File: src/rtl/countdown_timer.sv
// Calendar-style countdown timer: loads Y/M/D h:m:s and counts down one second per tick.
// Optional COUNTDOWN_AUTO_RELOAD_EN reloads the last loaded duration on reaching zero.
module countdown_timer #(
  parameter int unsigned TICKS_PER_SEC = 1
) (
  input  logic       clk,
  input  logic       reset,
  input  logic       load,
  input  logic       start,
  input  logic       stop,
  input  logic [5:0] second_in,
  input  logic [5:0] minute_in,
  input  logic [4:0] hour_in,
  input  logic [4:0] day_in,
  input  logic [3:0] month_in,
  input  logic [6:0] year_in,
  output logic [5:0] second,
  output logic [5:0] minute,
  output logic [4:0] hour,
  output logic [4:0] day,
  output logic [3:0] month,
  output logic [6:0] year,
  output logic       running,
  output logic       done,
  output logic       expired
);

  // state    | meaning
  // ST_IDLE  | loaded or reset, waiting for start
  // ST_RUN   | counting down
  // ST_PAUSE | stopped mid-count, count and prescaler held
  // ST_DONE  | count reached zero
  typedef enum logic [1:0] {ST_IDLE, ST_RUN, ST_PAUSE, ST_DONE} state_t;

  localparam logic [19:0] PS_LAST = 20'(TICKS_PER_SEC - 1);

  state_t      state, state_nxt;
  logic [19:0] prescale, prescale_nxt;
  logic [32:0] cnt, cnt_nxt;
  logic [32:0] ld_cnt, dec_cnt;
  logic        done_nxt;
  logic        cnt_zero, dec_zero;

  logic [5:0] ld_sec, ld_min, dec_sec, dec_min;
  logic [4:0] ld_hr, ld_day, dec_hr, dec_day;
  logic [3:0] ld_mon, dec_mon;
  logic [6:0] ld_yr, dec_yr;
  logic       b_min, b_hr, b_day, b_mon, b_yr;

  // field layout: year | month | day | hour | minute | second
  assign year   = cnt[32:26];
  assign month  = cnt[25:22];
  assign day    = cnt[21:17];
  assign hour   = cnt[16:12];
  assign minute = cnt[11:6];
  assign second = cnt[5:0];

  assign ld_sec = (second_in > 6'd59) ? 6'd59 : second_in;
  assign ld_min = (minute_in > 6'd59) ? 6'd59 : minute_in;
  assign ld_hr  = (hour_in   > 5'd23) ? 5'd23 : hour_in;
  assign ld_day = (day_in    > 5'd29) ? 5'd29 : day_in;
  assign ld_mon = (month_in  > 4'd11) ? 4'd11 : month_in;
  assign ld_yr  = (year_in   > 7'd99) ? 7'd99 : year_in;
  assign ld_cnt = {ld_yr, ld_mon, ld_day, ld_hr, ld_min, ld_sec};

  always_comb begin
    dec_sec = (second == 6'd0) ? 6'd59 : second - 6'd1;
    b_min   = (second == 6'd0);
    dec_min = minute;
    b_hr    = 1'b0;
    if (b_min) begin
      dec_min = (minute == 6'd0) ? 6'd59 : minute - 6'd1;
      b_hr    = (minute == 6'd0);
    end
    dec_hr = hour;
    b_day  = 1'b0;
    if (b_hr) begin
      dec_hr = (hour == 5'd0) ? 5'd23 : hour - 5'd1;
      b_day  = (hour == 5'd0);
    end
    dec_day = day;
    b_mon   = 1'b0;
    if (b_day) begin
      dec_day = (day == 5'd0) ? 5'd29 : day - 5'd1;
      b_mon   = (day == 5'd0);
    end
    dec_mon = month;
    b_yr    = 1'b0;
    if (b_mon) begin
      dec_mon = (month == 4'd0) ? 4'd11 : month - 4'd1;
      b_yr    = (month == 4'd0);
    end
    // year never underflows: an all-zero count leaves RUN before another tick
    dec_yr = b_yr ? year - 7'd1 : year;
  end

  assign dec_cnt  = {dec_yr, dec_mon, dec_day, dec_hr, dec_min, dec_sec};
  assign cnt_zero = (cnt == 33'd0);
  assign dec_zero = (dec_cnt == 33'd0);

`ifdef COUNTDOWN_AUTO_RELOAD_EN
  logic [32:0] shadow;

  always_ff @(posedge clk or negedge reset) begin
    if (!reset) begin
      shadow <= '0;
    end else if (load && state != ST_RUN) begin
      shadow <= ld_cnt;
    end
  end
`endif

  always_comb begin
    state_nxt    = state;
    prescale_nxt = prescale;
    cnt_nxt      = cnt;
    done_nxt     = 1'b0;
    case (state)
      ST_IDLE: begin
        if (load) begin
          cnt_nxt      = ld_cnt;
          prescale_nxt = '0;
        end else if (stop) begin
          state_nxt = ST_IDLE;
        end else if (start) begin
          if (cnt_zero) begin
            state_nxt = ST_DONE;
            done_nxt  = 1'b1;
          end else begin
            state_nxt    = ST_RUN;
            prescale_nxt = '0;
          end
        end
      end
      ST_PAUSE: begin
        if (load) begin
          state_nxt    = ST_IDLE;
          cnt_nxt      = ld_cnt;
          prescale_nxt = '0;
        end else if (stop) begin
          state_nxt = ST_PAUSE;
        end else if (start && !cnt_zero) begin
          state_nxt = ST_RUN;
        end
      end
      ST_DONE: begin
        if (load) begin
          state_nxt    = ST_IDLE;
          cnt_nxt      = ld_cnt;
          prescale_nxt = '0;
        end
      end
      ST_RUN: begin
        if (stop) begin
          state_nxt = ST_PAUSE;
        end else if (prescale == PS_LAST) begin
          prescale_nxt = '0;
          cnt_nxt      = dec_cnt;
          if (dec_zero) begin
            done_nxt  = 1'b1;
            state_nxt = ST_DONE;
`ifdef COUNTDOWN_AUTO_RELOAD_EN
            if (shadow != 33'd0) begin
              cnt_nxt   = shadow;
              state_nxt = ST_RUN;
            end
`endif
          end
        end else begin
          prescale_nxt = prescale + 20'd1;
        end
      end
      default: state_nxt = ST_IDLE;
    endcase
  end

  always_ff @(posedge clk or negedge reset) begin
    if (!reset) begin
      state    <= ST_IDLE;
      prescale <= '0;
      cnt      <= '0;
      done     <= 1'b0;
      running  <= 1'b0;
      expired  <= 1'b0;
    end else begin
      state    <= state_nxt;
      prescale <= prescale_nxt;
      cnt      <= cnt_nxt;
      done     <= done_nxt;
      running  <= (state_nxt == ST_RUN);
      expired  <= (state_nxt == ST_DONE);
    end
  end

endmodule

File: config.mk
export PLATFORM = sky130hd
export DESIGN_NAME = countdown_timer
export DESIGN_NICKNAME = d
export VERILOG_FILES = /design/src/rtl/countdown_timer.sv
export SDC_FILE = /design/constraint.sdc
export NUM_CORES = 1
export LEC_CHECK = 0
export CORE_ASPECT_RATIO = 1.25
export CORE_UTILIZATION = 45
export CTS_BUF_LIST = sky130_fd_sc_hd__clkbuf_16
export DETAILED_ROUTE_END_ITERATION = 8
export PLACE_DENSITY_LB_ADDON = 0.15
export SETUP_SLACK_MARGIN = 0.4
export SYNTH_ARGS = -nofsm -noshare
export SYNTH_HDL_FRONTEND = slang
export SYNTH_SLANG_ARGS = --single-unit
export TNS_END_PERCENT = 30
File: constraint.sdc
create_clock -name clk -period 2.71 [get_ports clk]
set_input_delay 0.542 -clock clk [delete_from_list [all_inputs] [get_ports clk]]
set_output_delay 0.542 -clock clk [all_outputs]
set_load 0.05 [all_outputs]
After elaboration in Yosys (flattened, before gate mapping)
Cells that the tools add are included.
{"block": "op_classes", "addsub": 7, "n_reduce_logical": 15, "order_cmp": 6, "muxes": 52, "n_eq_ne": 12}
{"cell": "$mux W20", "n": 7}
{"cell": "$mux W33", "n": 3}
{"cell": "$logic_not A33 Y1", "n": 2}
{"cell": "$pmux W33 S2", "n": 1}
{"cell": "$pmux W20 S3", "n": 1}
{"cell": "$mux W5", "n": 6}
{"cell": "$mux W6", "n": 5}
{"cell": "$mux W2", "n": 11}
{"cell": "$add A20 B1 Y20 const B", "n": 1}
{"cell": "$logic_not A20 Y1", "n": 1}
{"cell": "$mux W7", "n": 2}
{"cell": "$gt A6 B6 Y1 const B", "n": 2}
{"cell": "$logic_not A6 Y1", "n": 2}
{"cell": "$mux W4", "n": 3}
{"cell": "$sub A6 B1 Y6 const B", "n": 2}
{"cell": "$mux W1", "n": 11}
{"cell": "$gt A5 B5 Y1 const B", "n": 2}
{"cell": "$logic_not A5 Y1", "n": 2}
{"cell": "$sub A5 B1 Y5 const B", "n": 2}
{"cell": "$ne A3 B3 Y1 const B", "n": 3}
{"cell": "$pmux W2 S4", "n": 1}
{"cell": "$gt A7 B7 Y1 const B", "n": 1}
{"cell": "$sub A7 B1 Y7 const B", "n": 1}
{"cell": "$eq A2 B2 Y1 const B", "n": 3}
{"cell": "14 further kinds", "n": 17}
{"block": "word_totals", "inputBits": 38, "ff_bits": 58, "elab_cells": 98, "out_inout_bits": 36}

Depth between registers and ports, before layout
{"block": "logic_depth", "word_depth": 12, "ltp_mapped": 11, "mapped_depth_nobuf": 10}

Least setup slack after synthesis
OpenSTA, ideal clock, no wires.
{"block": "synth_path", "path_type": "register to register", "startpoint": "reg cnt[12]", "endpoint": "reg running", "synth_period_minus_slack_ps": 2766, "arrival_ps": 2647, "n_path_buf": 2, "required_time_ps": 2591, "setup_time_ps": 119, "path_stages_with_launch": 12, "slack_ps": -56, "cell_sequence": "dfrtp_1 > inv_1 > ha_1 > buf_2 > nor4b_4 > and4_1 > buf_2 > nand3_1 > xnor2_1 > nor4_2 > a31oi_1 > and2_1"}
{"block": "synth_via", "elab_chain_cells": 11, "elab_cells_between_ends": 26, "classes_between": "add/sub: 1; eq/ne: 1; mux: 19; reduce/logical: 5"}
{"element": "start, declared", "line_no": "39", "rtl": "logic [32:0] cnt, cnt_nxt;"}
{"element": "start signal, assigned", "line_no": "188", "rtl": "cnt <= cnt_nxt;"}
{"element": "parallel branches: the longest is 9 deep, another holds $sub A5 B1 Y5"}
{"element": "$pmux W2 S4 *", "line_no": "118", "rtl": "case (state)"}
{"element": "$eq A2 B1 Y1 *", "line_no": "190", "rtl": "running <= (state_nxt == ST_RUN);"}
{"element": "end signal, assigned", "line_no": "190"}
{"element": "end, declared", "line_no": "23", "rtl": "output logic running,"}
Every way passes the cells marked *.
A chain may end at the register's enable or synchronous reset.

Worst setup path in the final report
{"block": "layout_path", "startpoint": "reg cnt[7]", "endpoint": "reg running"}
{"block": "layout_via", "elab_chain_cells": 12, "elab_cells_between_ends": 28, "classes_between": "add/sub: 1; eq/ne: 1; mux: 21; reduce/logical: 5"}
{"element": "parallel branches: the longest is 10 deep, another holds $sub A6 B1 Y6"}
{"element": "$pmux W2 S4 *", "line_no": "118"}
{"element": "$eq A2 B1 Y1 *", "line_no": "190"}
Marked as above.

==> results by group <==
Status
  • Outcome: finished clean

Yosys
  • Synthesis-stage register bit count: 58
  • Ys async rst share: 1.00
  • Top post-synthesis cells by area: dfrtp_1, a21oi_1, a31oi_1, o21ai_0, nor2_1
  • Synth warn: 0
  • Library cells used by synthesis: 64
  • Syn_nets: 568
  • Ys flop type: dfrtp_1
  • EDFF count, synth: 0
  • Seq/Total Area, Yosys: 0.343
  • Cell taking the most area after synthesis: dfrtp_1
  • Post-synthesis cell count: 520
  • Cell area after synthesis: 4230 um2
  • Mapped Avg Cell Area: roughly 8.1 um2
  • Post-synth top area share: 0.343

Power
  • Worst IR Drop VDD: 655 uV
  • Comb pwr share: 0.486
  • P_int: 2.64 mW
  • Power Total: roughly 4.7 mW
  • Cell Pwr Density: around 760 nW/um2
  • Seq pwr share: 0.280
  • Clk pwr share: 0.234
  • Psw: 2.06 mW
  • Lkg Pwr: 2.44 nW
  • Sw Share: 0.438

Timing
  • Setup TNS: 0 ps
  • Worst-Margin Slew: about 630 ps
  • Final Setup Violations: 0
  • Fin crit share: 0.881
  • Worst hold slack: 227 ps
  • Setup WS post-layout: 322 ps
  • Max Clock Freq: 419 MHz
  • Skew final: ~4.2 ps
  • RSZ-0062 raised after global routing: yes
  • Worst rel slew slack: 0.582
  • Final hold violations: 0
  • Min cycle time layout: 2390 ps
  • Max-slew violations: 0

GRT
  • Vias in the first global route: around 4400
  • Tot GR Track Use: 0.294
  • Initial antenna violation count: 0
  • GR Overflow Total: 0
  • Largest net degree at the start of global routing: 36
  • First-pass GRT wire length: 21800 um

Clock tree
  • Hold_buf cts: 0
  • Clk sinks: 58
  • Clk Latency, worst-skew pair: approximately 330 ps
  • TritonCTS Buffers: 9
  • H-tree Lvls: 3
  • CTS tree: done
  • Clock transition at path regs: ~50 ps
  • Root buffer cell: clkbuf_16
  • Clock Path Buffers: 2

Setup path
  • CP required: 2980 ps
  • Crit path launch type: flop
  • WS Path Type: flop to flop
  • CP max FO: 7
  • Data arrival, critical path: roughly 2700 ps
  • Critical path endpoint category: flop

Placement
  • Port Buffers: 73
  • Pre-CTS setup slack: 34.0 ps
  • Gpl congestion: 0.917
  • Placed cells: a little over 700
  • Placed Area: 5280 um2
  • DP Wirelength: between 9000 and 10000 um

Die
  • I/O pins: 74
  • Core area: between 9000 and 10000 um2
  • Die height: 110 um
  • DIE AREA: about 10000 um2
  • Initial Util: 0.463
  • Die X: slightly below 90 um
  • Num rows: 39

Final layout
  • Post-Layout Cell Count: 767
  • Core Util, Final: 0.675
  • Diodes inserted: 0
  • Commonest non-fill, non-tap cell in the layout: clkdlybuf4s50_1
  • Fillers: between 700 and 800
  • Share of layout cells above drive strength 1: 0.261
  • Layout Area Growth over Synthesis: 45.8%
  • Multi-input combinational cell area: 2920 um2
  • Most frequent cells in the layout: clkdlybuf4s50_1, buf_4, nor2_1
  • Finished layout cell area: a little over 6000 um2
  • Sequential cell area: 1470 um2
  • Nets: between 600 and 700

Hold path
  • Hold crit path type: input port to asynchronous set/reset pin

Drt
  • Vias: around 4800
  • # DRC: 0
  • Wire per inst: 19.0 um
  • Vias/cell: 6.20
  • Drt first pass iters: 5
  • Antenna Nets Post-Route: 0
  • DR iter-0 viols: roughly 370
  • Total routed wirelength: about 15000 um

Run
  • Max Cap Viol: 0
-- flip-flops by register name (all words and copies together) (netlist names) --
name / flops
state: 2
expired: 1
prescale: 20
running: 1
done: 1
cnt: 33
-- path summary, 6_finish.rpt --
check                                         start                  endpoint  slack, ps  depth (start not counted)
min in group clk           prescale[14]$_DFFE_PN0P_  prescale[14]$_DFFE_PN0P_        520                          1
max in group asynchronous                     reset       cnt[26]$_DFFE_PN0P_       1850                          2
min                                           reset   prescale[0]$_DFFE_PN0P_        230                          1
min reg2reg                prescale[14]$_DFFE_PN0P_  prescale[14]$_DFFE_PN0P_        520                          1
max reg2reg                      cnt[7]$_DFFE_PN0P_         running$_DFF_PN0_        320                         10
max                              cnt[7]$_DFFE_PN0P_         running$_DFF_PN0_        320                         10
-- synthesized netlist by cell type, drive strengths merged (7+ instances only) --
library cell,instances
inv,25
clkbuf,16
buf,10
a31oi,34
nand2b,9
ha,10
nand4,13
o21ai,43
a211oi,7
nor4,17
nand3,20
and3,10
dfrtp,58
a21oi,52
nand2,41
o22a,8
nor3,17
nor2,52
or3,7
nor3b,7
-- logic make-up after synthesis --
group | Yosys count | share of synthesized area
AND/OR/NAND/NOR | 214 | 0.290
AO/OA/AOI/OAI | 178 | 0.266
flip-flops | 58 | 0.343
buffers and inverters | 51 | 0.0512
adder cells (fa/ha/maj) | 10 | 0.0296
XOR/XNOR | 5 | 0.0104
multiplexers | 4 | 0.00947
-- power groups by stage --
stage / sequential [mW] / clock (mW) / combinational [mW]
floorplan: 1.72 / 0 / 0.788
global placement: 1.32 / 0 / 1.86
detailed placement: 1.32 / 0 / 1.88
CTS: 1.31 / 1.12 / 2.05
global route: 1.34 / 1.15 / 2.42
finish: 1.32 / 1.10 / 2.28
-- metal layers --
metal	vias up	part of all wire	wire, um	GRT usage
li1	2205	-	-	-
met1	2278	0.39	5660	0.338
met2	228	0.52	7590	0.518
met3	44	0.057	825	0.0343
met4	0	0.034	490	0.179
met5	-	0	0	0
-- final cells by class --
| cell class | count | share of cell area |
|---|---|---|
| multi-input cells | 411 | 0.474 |
| clock inverters | 7 | 0.00995 |
| repair buffers | 134 | 0.200 |
| clock buffers | 9 | 0.0365 |
| inverters | 25 | 0.0156 |
| flip-flops and latches | 58 | 0.239 |
| well taps | 123 | 0.0250 |
-- critical path, cell delays in order, from the launching register on --
cell and delay [ps]:
dfrtp_2 420, inv_4 70, ha_4 140, nor4bb_4 370, and4_4 330, buf_4 170
nand4b_1 130, a21oi_2 250, nor4_4 70, a31oi_2 230, and2_1 160
-- timing repair --
item	in CTS	in global routing
resized for setup	41	41
setup endpoints to repair	33	61
pin swaps	20	12
setup buffers	14	14
cloned	0	2
Note: power is estimated with default switching activity, not from simulation.
